===== src/rtl/dsp_pkg.sv =====
// Shared helpers for the DSP datapath: constant log2 and the legal ranges
// used to reject bad CIC comb parameterisations at elaboration.
package dsp_pkg;

    localparam int DECIM_MIN = 1;
    localparam int DECIM_MAX = 256;
    localparam int DELAY_MIN = 1;
    localparam int DELAY_MAX = 8;

    function automatic int clog2(input int value);
        int result;
        result = 0;
        for (int span = 1; span < value; span = span * 2) begin
            result = result + 1;
        end
        return result;
    endfunction

    // A counter always needs at least one bit, even when it never leaves zero.
    function automatic int cnt_width(input int depth);
        return (clog2(depth) < 1) ? 1 : clog2(depth);
    endfunction

    function automatic bit decim_ok(input int decim);
        return (decim >= DECIM_MIN) && (decim <= DECIM_MAX);
    endfunction

    function automatic bit delay_ok(input int delay);
        return (delay >= DELAY_MIN) && (delay <= DELAY_MAX);
    endfunction

endpackage


===== src/rtl/sample_delay_line.sv =====
// Shift-register delay line with synchronous zeroing; exposes the oldest tap.
module sample_delay_line #(
    parameter int WIDTH = 32,
    parameter int DEPTH = 1
) (
    input  logic             clk,
    input  logic             rst,
    input  logic             shift,
    input  logic [WIDTH-1:0] din,
    output logic [WIDTH-1:0] dout_oldest
);

    logic [WIDTH-1:0] taps [DEPTH];

    always_ff @(posedge clk) begin
        if (rst) begin
            for (int i = 0; i < DEPTH; i++) begin
                taps[i] <= '0;
            end
        end else if (shift) begin
            taps[0] <= din;
            for (int i = 1; i < DEPTH; i++) begin
                taps[i] <= taps[i-1];
            end
        end
    end

    assign dout_oldest = taps[DEPTH-1];

endmodule


===== src/rtl/comb_decimator.sv =====
// CIC comb stage: keeps every DECIM-th accepted sample and outputs the modular
// difference against the kept sample DIFF_DELAY positions earlier.
module comb_decimator
    import dsp_pkg::*;
#(
    parameter int DATA_WIDTH = 32,
    parameter int DECIM      = 4,
    parameter int DIFF_DELAY = 1
) (
    input  logic                  clk,
    input  logic                  rst,
    input  logic                  en,
    input  logic                  in_valid,
    input  logic [DATA_WIDTH-1:0] data_in,
    output logic                  out_valid,
    output logic [DATA_WIDTH-1:0] data_out
);

    localparam int CNT_W = cnt_width(DECIM);
    localparam logic [CNT_W-1:0] LAST_PHASE = CNT_W'(DECIM - 1);

    if (!decim_ok(DECIM)) begin : g_bad_decim
        $error("comb_decimator: DECIM must lie in 1..256");
    end

    if (!delay_ok(DIFF_DELAY)) begin : g_bad_delay
        $error("comb_decimator: DIFF_DELAY must lie in 1..8");
    end

    // Wrap-around is intentional: CIC integrator growth cancels modulo 2^N.
    function automatic logic signed [DATA_WIDTH-1:0] wrap_sub(
        input logic signed [DATA_WIDTH-1:0] minuend,
        input logic signed [DATA_WIDTH-1:0] subtrahend
    );
        return minuend - subtrahend;
    endfunction

    logic [CNT_W-1:0]             count_p0;
    logic                         accept_p0;
    logic                         keep_p0;
    logic signed [DATA_WIDTH-1:0] sample_p0;
    logic signed [DATA_WIDTH-1:0] oldest_p0;
    logic signed [DATA_WIDTH-1:0] diff_p1;
    logic                         vld_p1;

    // Stage p0: accept, decimation phase and delay-line tap.
    assign accept_p0 = en && in_valid && !rst;
    assign keep_p0   = accept_p0 && (count_p0 == LAST_PHASE);
    assign sample_p0 = data_in;

    always_ff @(posedge clk) begin
        if (rst) begin
            count_p0 <= '0;
        end else if (accept_p0) begin
            count_p0 <= keep_p0 ? '0 : count_p0 + CNT_W'(1);
        end
    end

    sample_delay_line #(
        .WIDTH (DATA_WIDTH),
        .DEPTH (DIFF_DELAY)
    ) u_delay (
        .clk         (clk),
        .rst         (rst),
        .shift       (keep_p0),
        .din         (data_in),
        .dout_oldest (oldest_p0)
    );

    // Stage p1: registered difference and one-cycle valid pulse.
    always_ff @(posedge clk) begin
        if (rst) begin
            vld_p1  <= 1'b0;
            diff_p1 <= '0;
        end else begin
            vld_p1 <= keep_p0;
            if (keep_p0) begin
                diff_p1 <= wrap_sub(sample_p0, oldest_p0);
            end
        end
    end

    assign out_valid = vld_p1;
    assign data_out  = diff_p1;

endmodule


===== config.mk =====
export PLATFORM = sky130hd
export DESIGN_NAME = comb_decimator
export DESIGN_NICKNAME = d
export VERILOG_FILES = /design/src/rtl/dsp_pkg.sv /design/src/rtl/sample_delay_line.sv /design/src/rtl/comb_decimator.sv
export SDC_FILE = /design/constraint.sdc
export NUM_CORES = 1
export LEC_CHECK = 0
export ABC_AREA = 0
export CAP_MARGIN = 10
export CORE_ASPECT_RATIO = 0.5
export CORE_UTILIZATION = 49
export CTS_CLUSTER_SIZE = 16
export DETAILED_ROUTE_END_ITERATION = 10
export GPL_TIMING_DRIVEN = 0
export HOLD_SLACK_MARGIN = 0.1
export PLACE_DENSITY = 0.8
export SETUP_SLACK_MARGIN = 0.3
export SLEW_MARGIN = 20
export SYNTH_ARGS = -nofsm -noshare
export SYNTH_HDL_FRONTEND = slang
export SYNTH_HIERARCHICAL = 1
export SYNTH_SLANG_ARGS = --single-unit

===== constraint.sdc =====
create_clock -name clk -period 2.8 [get_ports clk]
set_clock_uncertainty 0.05 [all_clocks]
set_input_delay 0.7 -clock clk [delete_from_list [all_inputs] [get_ports clk]]
set_output_delay 0.7 -clock clk [all_outputs]
set_load 0.1 [all_outputs]

==> flow_summary.rst, run 1 <==
.. list-table::
   :header-rows: 1

   * - Metric
     - Value
   * - Clock period minus final worst setup slack
     - ~2600 ps
   * - Clock buffers created by TritonCTS
     - 9
   * - Most instantiated library cell after synthesis
     - inv_1
   * - Startpoint-to-endpoint class of the critical path
     - primary input to flip-flop
   * - Total power divided by cell area
     - 464 mW/mm^2
   * - Global-route wire length before repair
     - 21.1 mm
   * - Starting density of the core
     - 0.526
   * - Sequential cell area fraction in the yosys report
     - 0.380
   * - Setup WS pre-CTS
     - -871 ps
   * - Internal cell power
     - 2170 uW
   * - Total grt overflow
     - 0
   * - CTS Hold Bufs
     - 0
   * - Drt wl/cell
     - 19.9 um
   * - Share of post-route cells with drive strength above 1
     - 0.314
   * - Avg Cell Area, Syn
     - 9.05 sq um
   * - Final period utilization
     - 0.918
   * - Unrepaired setup endpoints after global routing
     - yes
   * - Share of flip-flops with an asynchronous set or reset
     - 0
   * - Netlist Area Pre-Place
     - 0.00437 sq mm
   * - Primary FF master, synth
     - dfxtp_1
   * - Residual antenna-violating net count after detailed routing
     - 0
   * - CTS tree
     - yes
   * - Nets
     - slightly below 700
   * - Startpoint class of the critical path
     - primary input
   * - Achievable Freq
     - 389 MHz
   * - Synth Net Count
     - 552
   * - VDD IR max
     - 0.000360 V
   * - Via count
     - 4406
   * - Initial antenna violation count
     - 0
   * - Hold WC Path Type
     - flip-flop to flip-flop
   * - Count of endpoints failing hold in the final timing report
     - 0
   * - Number of instances in the synthesized netlist
     - 483
   * - 1st-pass router iterations
     - 5
   * - DPL Wire Length
     - 7.99 mm
   * - Buffers on Ports
     - 68
   * - Sw Share
     - 0.283
   * - Floorplan core area
     - between 0.008 and 0.009 sq mm
   * - Fillers
     - 520
   * - Number of remaining DRC errors
     - 0
   * - Vias in the first global route
     - 4185
   * - CTS root buffer
     - clkbuf_16
   * - Normalized max-slew margin
     - 0.358
   * - Data arrival at the endpoint of the critical path
     - 2730 ps
   * - Final Total Pwr
     - approximately 3000 uW
   * - Worst-margin pin slew
     - 966 ps
   * - Clock transition time at the flip-flop clock pins of the worst setup and hold paths
     - 60 ps
   * - Die Area
     - 0.00932 sq mm
   * - Outcome
     - finished, final reports clean
   * - Part of the power in combinational logic
     - 0.254
   * - Count of pins on the block boundary
     - 69
   * - Crit path capture type
     - flip-flop
   * - Clk sinks
     - 67
   * - Reg power frac
     - 0.347
   * - Vertical die dimension
     - 68.8 um
   * - Summed negative setup slack over all endpoints
     - 0 ps
   * - Floorplan die width
     - 136 um
   * - Dominant cells by area after synthesis
     - edfxtp_1 22%, dfxtp_1 16%, ha_1 9.2%, and3b_2 4.6%, a21oi_1 4.4%
   * - Number of cell rows
     - 23
   * - Fraction of met1 tracks used by global routing
     - 0.355
   * - Total routing resource utilization after global routing
     - 0.302
   * - Clk pwr share
     - 0.399
   * - Top-area cell type share of the netlist area
     - 0.220
   * - Met2 usage in global routing
     - 0.540
   * - Required time of the critical path
     - 2960 ps
   * - Number of antenna cells inserted
     - 0
   * - Final weighted congestion in routability-driven placement
     - 0.919
   * - Met3 GRT Util
     - 0.0687
   * - Number of max-capacitance violations reported
     - 0
   * - Count of final setup violators
     - 0
   * - Max Slew Vio Count
     - 0
   * - Worst-skew pair later-pin latency
     - 340 ps
   * - Detailed Route WL
     - 14.6 mm
   * - Mean number of vias per cell
     - 6.01
   * - Yosys cell types
     - 61
   * - Net switching component of the power
     - 855 uW
   * - GR peak layer
     - met2
   * - Yosys reg bits
     - 67
   * - Number of warning messages in the yosys log
     - 6
   * - Max clock buf depth
     - 2
   * - Number of levels in the clock H-tree
     - 3
   * - Synth-to-layout area growth
     - 49.0%
   * - Largest fanout on the critical path
     - 3
   * - Maximum number of pins on one net before global-route repair
     - 18
   * - Static leakage
     - 0.00292 uW
   * - DRT iter0 DRCs
     - 375
   * - Hold slack
     - 409 ps
   * - Final setup slack of the worst path
     - 229 ps
   * - Leading area contributor after synthesis
     - edfxtp_1
   * - Most numerous cell types in the synthesized netlist
     - 45 x inv_1, 38 x a21oi_1, 36 x nand2_1
   * - Count of flip-flops with a built-in enable after synthesis
     - 32
==> logic make-up after synthesis <==
family                   Yosys count  synth area share
AO/OA/AOI/OAI                    131             0.204
multiplexers                       4           0.00916
XOR/XNOR                          20            0.0401
adder cells (fa/ha/maj)           33            0.0962
buffers and inverters             71            0.0636
AND/OR/NAND/NOR                  157             0.207
flip-flops                        67             0.380
==> per-layer routing <==
layer | routed length, um | vias up
met5 | 0 | -
met4 | 548 | 0
met3 | 1050 | 70
met2 | 7190 | 241
met1 | 5830 | 2087
li1 | - | 2008
==> final cells by class <==
cell class / instances / area (sq um) / share of cell area
well taps: 112 / 140 / 0.0215
multi-input cells: 347 / 2980 / 0.458
flip-flops and latches: 67 / 1660 / 0.255
plain buffers: 25 / 183 / 0.0280
inverters: 46 / 185 / 0.0284
repair buffers: 120 / 1040 / 0.160
clock buffers: 14 / 307 / 0.0471
clock inverters: 2 / 11.3 / 0.00173
==> cell usage in the layout (no fill, tap or decap), types with 8 or more instances in the layout <==
cell,count
buf_4,47
dlygate4sd2_1,43
inv_1,41
nand2_1,36
dfxtp_1,35
edfxtp_1,32
nor2_1,29
a21oi_1,26
nand3_1,23
ha_4,21
and3b_2,20
o21ai_0,18
o21ai_1,13
and3b_1,12
xnor2_1,11
ha_1,11
clkbuf_16,11
buf_6,10
buf_2,10
a21oi_2,8
clkdlybuf4s50_1,8
==> state kept, by name (all words and copies together), names as in the netlist <==
name / cells
count_p0: 2
u_delay/taps: 32
out_valid: 1
data_out: 32
==> repair_timing <==
action	in CTS	in global routing
endpoints found under the hold margin	0	0
gates resized for setup	160	64
gates cloned	2	0
buffers inserted	29	23
setup endpoints to repair	130	18
pin swaps	56	45
==> power by group through the flow <==
stage                     registers (uW)  clock network, uW  logic, uW
after floorplan                     1070                  0        338
after global placement              1070                  0        481
after detailed placement            1070                  0        488
after CTS                           1050               1200        634
after global routing                1050               1240        807
final                               1050               1210        767
==> worst paths after layout <==
| path | from | endpoint | slack (ps) | depth (start not counted) |
|---|---|---|---|---|
| worst max register to register | u_delay/taps[0][0]$_SDFFCE_PN0P_ | data_out[28]$_SDFFE_PP0P_ | 250 | 11 |
| worst min register to register | data_out[3]$_SDFFE_PP0P_ | data_out[3]$_SDFFE_PP0P_ | 410 | 2 |
| worst max-delay path | data_in[0] | data_out[28]$_SDFFE_PP0P_ | 230 | 13 |
| worst min-delay path | data_out[3]$_SDFFE_PP0P_ | data_out[3]$_SDFFE_PP0P_ | 410 | 2 |
==> stage by stage <==
stage / utilization / cell area [sq um] / std cells
floorplan: - / 4450 / 483
finish: 0.783 / 6510 / 733
global placement: 0.634 / 5270 / 663
CTS: 0.743 / 6180 / 710
detailed placement: 0.634 / 5270 / 663
global route: 0.783 / 6510 / 733
==> worst max-delay path, cell delays in order <==
cell      delay [ps]
buf_12            90
inv_12            30
ha_4             160
fa_2             360
nor2b_4          160
o211ai_4         110
buf_4            150
nand3b_1         130
a221o_1          230
nand3_4          120
o211ai_1         250
xnor2_1          160
o21ai_1           70
Power figures use the tool's default switching activity.
==> run 2: changes to the inputs <==
Settings changed: CAP_MARGIN 10 to 20.
==> results of run 2 <==
Same layout as run 1: the final DEF is identical, and so are final timing and power.
